[src/rtl/aes_seq_pkg.sv]
// Shared state enum, state-register select codes and round constants for the AES round sequencer.
// Build option AES_SEQ_FULL_IMC_EN: InvMixColumns covers all four columns in one cycle.
package aes_seq_pkg;

  typedef enum logic [3:0] {
    ST_IDLE,
    ST_KEYEXP,
    ST_ARK0,
    ST_ISR,
    ST_ISB,
    ST_ARK,
    ST_IMC,
    ST_F_ISR,
    ST_F_ISB,
    ST_F_ARK,
    ST_DONE
  } seq_state_e;

  localparam logic [2:0] SEL_HOLD = 3'd0;
  localparam logic [2:0] SEL_LOAD = 3'd1;
  localparam logic [2:0] SEL_ISR  = 3'd2;
  localparam logic [2:0] SEL_ISB  = 3'd3;
  localparam logic [2:0] SEL_ARK  = 3'd4;
  localparam logic [2:0] SEL_IMC  = 3'd5;

  localparam int NUM_ROUNDS = 10;

`ifdef AES_SEQ_FULL_IMC_EN
  localparam int IMC_CYCLES = 1;
`else
  localparam int IMC_CYCLES = 4;
`endif

endpackage

[src/rtl/aes_seq_wait_counter.sv]
// Loadable saturating down-counter with a zero flag; paces the key-expansion wait and IMC columns.
module aes_seq_wait_counter #(
  parameter int WIDTH = 8
) (
  input  logic             CLK,
  input  logic             RESET,
  input  logic             load,
  input  logic [WIDTH-1:0] load_val,
  input  logic             dec,
  output logic [WIDTH-1:0] count,
  output logic             zero
);

  assign zero = (count == '0);

  always_ff @(posedge CLK or posedge RESET) begin
    if (RESET) begin
      count <= '0;
    end else if (load) begin
      count <= load_val;
    end else if (dec && !zero) begin
      count <= count - WIDTH'(1);
    end
  end

endmodule

[src/rtl/aes_round_sequencer.sv]
// Control FSM stepping the AES-128 inverse-cipher datapath: load, key wait, ARK0, 9 rounds, final round.
// Build option AES_SEQ_FULL_IMC_EN collapses InvMixColumns to one cycle with IMC_COL held at 0.
module aes_round_sequencer
  import aes_seq_pkg::*;
#(
  parameter int KEYEXP_WAIT = 12
) (
  input  logic       CLK,
  input  logic       RESET,
  input  logic       AES_START,
  output logic       AES_DONE,
  output logic       BUSY,
  output logic [2:0] STATE_SEL,
  output logic [3:0] RK_IDX,
  output logic [1:0] IMC_COL,
  output logic [3:0] ROUND
);

  localparam logic [7:0] WAIT_LOAD = 8'(KEYEXP_WAIT - 1);
  localparam logic [7:0] IMC_LOAD  = 8'(IMC_CYCLES - 1);

  seq_state_e state_q, state_d;
  logic [3:0] round_q, round_d;
  logic       cnt_load;
  logic [7:0] cnt_val;
  logic [7:0] cnt_count;
  logic       cnt_zero;

  aes_seq_wait_counter #(.WIDTH(8)) u_wait (
    .CLK      (CLK),
    .RESET    (RESET),
    .load     (cnt_load),
    .load_val (cnt_val),
    .dec      (1'b1),
    .count    (cnt_count),
    .zero     (cnt_zero)
  );

  always_ff @(posedge CLK or posedge RESET) begin
    if (RESET) begin
      state_q <= ST_IDLE;
      round_q <= '0;
    end else begin
      state_q <= state_d;
      round_q <= round_d;
    end
  end

  always_comb begin
    state_d  = state_q;
    round_d  = round_q;
    cnt_load = 1'b0;
    cnt_val  = '0;
    // Start dropping in any busy state aborts; the datapath simply holds.
    if (BUSY && !AES_START) begin
      state_d = ST_IDLE;
      round_d = '0;
    end else begin
      case (state_q)
        ST_IDLE: begin
          if (AES_START) begin
            state_d  = ST_KEYEXP;
            cnt_load = 1'b1;
            cnt_val  = WAIT_LOAD;
          end
        end
        ST_KEYEXP: if (cnt_zero) state_d = ST_ARK0;
        ST_ARK0: begin
          state_d = ST_ISR;
          round_d = 4'd1;
        end
        ST_ISR:  state_d = ST_ISB;
        ST_ISB:  state_d = ST_ARK;
        ST_ARK: begin
          state_d  = ST_IMC;
          cnt_load = 1'b1;
          cnt_val  = IMC_LOAD;
        end
        ST_IMC: begin
          if (cnt_zero) begin
            round_d = round_q + 4'd1;
            state_d = (round_q == 4'(NUM_ROUNDS - 1)) ? ST_F_ISR : ST_ISR;
          end
        end
        ST_F_ISR: state_d = ST_F_ISB;
        ST_F_ISB: state_d = ST_F_ARK;
        ST_F_ARK: state_d = ST_DONE;
        ST_DONE: begin
          if (!AES_START) begin
            state_d = ST_IDLE;
            round_d = '0;
          end
        end
        default: state_d = ST_IDLE;
      endcase
    end
  end

  assign BUSY     = (state_q != ST_IDLE) && (state_q != ST_DONE);
  assign AES_DONE = (state_q == ST_DONE);
  assign ROUND    = round_q;

  always_comb begin
    STATE_SEL = SEL_HOLD;
    RK_IDX    = '0;
    IMC_COL   = '0;
    case (state_q)
      // The counter sits at its load value only in the first KEYEXP cycle.
      ST_KEYEXP: if (cnt_count == WAIT_LOAD) STATE_SEL = SEL_LOAD;
      ST_ARK0, ST_ARK, ST_F_ARK: begin
        STATE_SEL = SEL_ARK;
        RK_IDX    = 4'(NUM_ROUNDS) - round_q;
      end
      ST_ISR, ST_F_ISR: STATE_SEL = SEL_ISR;
      ST_ISB, ST_F_ISB: STATE_SEL = SEL_ISB;
      ST_IMC: begin
        STATE_SEL = SEL_IMC;
`ifdef AES_SEQ_FULL_IMC_EN
        IMC_COL   = '0;
`else
        IMC_COL   = 2'(IMC_LOAD - cnt_count);
`endif
      end
      default: ;
    endcase
  end

endmodule
[config.mk]
export PLATFORM = sky130hd
export DESIGN_NAME = aes_round_sequencer
export DESIGN_NICKNAME = d
export VERILOG_FILES = /design/src/rtl/aes_seq_pkg.sv /design/src/rtl/aes_seq_wait_counter.sv /design/src/rtl/aes_round_sequencer.sv
export SDC_FILE = /design/constraint.sdc
export NUM_CORES = 1
export LEC_CHECK = 0
export BUFFER_PORTS_ARGS = -buffer_cell sky130_fd_sc_hd__buf_2
export CORE_UTILIZATION = 60
export CTS_CLUSTER_SIZE = 12
export DETAILED_ROUTE_END_ITERATION = 8
export GPL_TIMING_DRIVEN = 0
export MAX_ROUTING_LAYER = met4
export PLACE_DENSITY = 0.82
export SLEW_MARGIN = 10
export SYNTH_ARGS = -nofsm -noshare
export SYNTH_HDL_FRONTEND = slang
export SYNTH_SLANG_ARGS = --single-unit
[constraint.sdc]
create_clock -name CLK -period 5.64 [get_ports CLK]
set_input_delay 1.128 -clock CLK [delete_from_list [all_inputs] [get_ports CLK]]
set_output_delay 1.128 -clock CLK [all_outputs]
set_load 0.01 [all_outputs]
==> results.md <==
* Status: finished, final reports clean
* CTS H-tree lvls at 1
* Compound-gate portion of the synthesized area at a little under a fifth
* Leak at 0.590 nW
* Share of cells above drive strength 1 at ~20%
* Worst EP arrival at 2070 ps
* Worst vdd ir at 0.000289 V
* Switching share of power at between 40% and 50%
* First-pass GRT wire length at 4.30 mm
* Mapped Area at 0.00116 mm²
* Final WL at about 2.7 mm
* CP endpoint kind: output port
* Placed cell area at 0.00127 mm²
* Total grt overflow at 0
* Detailed-route wire length per cell at 15.0 µm
* Hold WC Path Type: reg2reg
* Site Rows at 15
* Largest family of logic cells by synthesized area: simple AND/OR/NAND/NOR gates
* Routability cong. at 0.920
* Simple-Gate Fraction of Synth Area at 32.6%
* Die width at 45.9 µm
* Drt drc at 0
* Clock latency on the worst-skew pair at 290 ps
* Final setup violation count at 0
* Area leader, netlist: dfrtp_1
* Synthesized flop and latch total at 16
* XOR/XNOR Fraction of Synth Area at 4.54%
* Tcrit/Tclk final at 56.8%
* Max-cap violation count at 0
* Worst path required time at 4510 ps
* Sequential-to-total area share from yosys stat at around 35%
* Post-Syn Nets at 140
* Final Hold Violating Endpoints at 0
* Post-CTS resize count at 0
* Largest cells by area after synthesis: dfrtp_1 35%, nor2_1 4.5%, a21oi_1 4.3%
* Hold-fix buffers, CTS at 0
* Core area at 0.00176 mm²
* Crit path launch type: flop
* Die Span Y at 45.9 µm
* Slew Limit Fails at 0
* Clock power share at about 14%
* Port bufs at 17
* Reg power frac at 35.8%
* CP peak stage delay at between 500 and 600 ps
* Largest net degree at the start of global routing at 17
* Worst slew margin at between 50% and 60%
* Post-synth EDFFs at 0
* Top_reg_cell synth: dfrtp_1
* Maximum fanout along the worst path at 5
* Gate Count Post-Synth at about 130
* Power per standard cell area at ~420 mW/mm²
* Total negative setup slack at 0 ps
* Initial antenna violation count at 0
* Async set or reset register ratio after synthesis at 100%
* Via density at 6.13
* Post-Synthesis Mean Instance Area at 8.70 µm²
* Yosys warnings at 0
* Vias in the first global route at 965
* Cell internal pwr at about 0.3 mW
* DIE AREA at ~0.0021 mm²
* Total CTS buffers at 3
* RSZ-0062 raised after global routing: false
* P&R area growth vs syn at 13.2%
* IO Pins at 18
* Clock Pin Slew Worst Setup and Hold Paths at 100 ps
* Crit path kind: reg2out
* DP HPWL at 1.92 mm
* Fin area at 0.00131 mm²
* Post-DRT Antenna Nets at 0
* CTS max path bufs at 2
* Diode count at 0
* Tmin final at 3200 ps
* Clk root buf: clkbuf_4
* Comb pwr share at 50.0%
* Synth top cells by count: 16 x dfrtp_1, 14 x nor2_1, 10 x a21oi_1
* Gr usage total at ~30%
* Final nets at about 160
* Initial core utilization at 65.6%
* Initial DRC count at 24
* P_sw at approximately 0.24 mW
* Critical path cell sequence: or4_4 -> nor3_1 -> a21oi_1 -> o31ai_1 -> buf_2
* First-pass DRT Iterations at 4
* Number of setup buffers added after CTS at 0
* Post-synth top area share at 34.6%
* CTS tree: done
* Synth Area in Adders at 4.32%
* DR vias at 1098
* Worst-Margin Slew at approximately 740 ps
* Distinct cells, synth at between 40 and 50
* Multiplexer share of the synthesized area at 1.73%
* Clock sinks at 16
* Most frequent cell after synthesis: dfrtp_1
* Setup Skew at 1.01 ps
* CP max-delay cell: or4_4
* Fmax at between 300 and 400 MHz
-- state kept, by name, summed over array words and instances, names as in the netlist --
| signal | count |
|---|---|
| state_q | 4 |
| ROUND | 4 |
| u_wait.count | 8 |
-- layout make-up --
class	count	area, µm²
repair buffers	17	85.1
clock buffers	4	36.3
inverters	7	26.3
flip-flops and latches	16	400
plain buffers	5	20.0
multi-input cells	105	711
well taps	25	31.3
fillers	143	454
-- final timing paths --
check	start	end	slack [ps]	depth (start not counted)
setup / recovery	u_wait.count[5]$_DFFE_PP0P_	STATE_SEL[0]	2440	5
hold / removal	ROUND[3]$_DFFE_PP0P_	ROUND[3]$_DFFE_PP0P_	630	2
setup reg to reg	u_wait.count[0]$_DFFE_PP0P_	state_q[0]$_DFFE_PP0P_	3620	7
hold reg to reg	ROUND[3]$_DFFE_PP0P_	ROUND[3]$_DFFE_PP0P_	630	2
max in group asynchronous	RESET	state_q[3]$_DFFE_PP0P_	4370	2
min in group asynchronous	RESET	ROUND[2]$_DFFE_PP0P_	890	2
-- cells by family (layout without fill, tap and decap cells) --
group | count (synthesis) | after routing
flops | 16 | 16
simple gates | 62 | 62
mux | 2 | 2
xor+xnor | 6 | 6
buf+inv | 12 | 33
compound gates | 31 | 31
fa+ha+maj | 4 | 4
-- layout by cell type (no fill, tap or decap), types with 2 or more instances in the layout --
master	synthesis	routed
a211oi_1	2	2
a21oi_1	10	10
a31oi_1	3	3
buf_2	1	18
clkbuf_1	4	4
clkbuf_4	0	3
dfrtp_1	16	16
ha_1	4	4
inv_1	7	7
mux2i_1	2	2
nand2_1	9	9
nand2b_1	3	3
nand3_1	3	3
nand4b_1	2	2
nor2_1	14	14
nor2b_1	6	6
nor3_1	6	6
nor4_1	2	2
o21ai_0	3	3
o31ai_1	3	3
or2_2	3	3
or3_1	3	3
or3b_1	3	3
xnor2_1	5	5
-- metrics by stage --
| stage | total power [mW] | util (%) | hold WS (ps) | setup WS (ps) | std cells |
|---|---|---|---|---|---|
| floorplan | 0.389 | - | 586 | 2990 | 133 |
| global placement | 0.450 | 72.2 | 609 | 2870 | 175 |
| detailed placement | 0.460 | 72.2 | 618 | 2850 | 175 |
| CTS | 0.541 | 74.3 | 632 | 2470 | 179 |
| global route | 0.582 | 74.3 | 663 | 2380 | 179 |
| finish | 0.544 | 74.3 | 629 | 2440 | 179 |
-- per-layer routing --
metal	track usage (%)	part of all wire [%]	vias up
li1	-	-	528
met1	38.8	44	518
met2	45.1	48	47
met3	4.76	6.6	5
met4	12.9	1.2	0
met5	-	0	-
-- worst max-delay path: cells and delay by family, from the launching register on --
kind / cells / cell delay [ps]
flops: 1 / 470
compound gates: 2 / 300
simple gates: 2 / 830
buf+inv: 1 / 180
-- power groups by stage --
| stage | clock [mW] | combinational [mW] | sequential, mW |
|---|---|---|---|
| finish | 0.0775 | 0.272 | 0.195 |
| CTS | 0.0778 | 0.271 | 0.193 |
| detailed placement | 0 | 0.266 | 0.194 |
| global placement | 0 | 0.258 | 0.192 |
| floorplan | 0 | 0.204 | 0.185 |
| global route | 0.0825 | 0.300 | 0.200 |
Note: power is estimated with default switching activity, not from simulation.
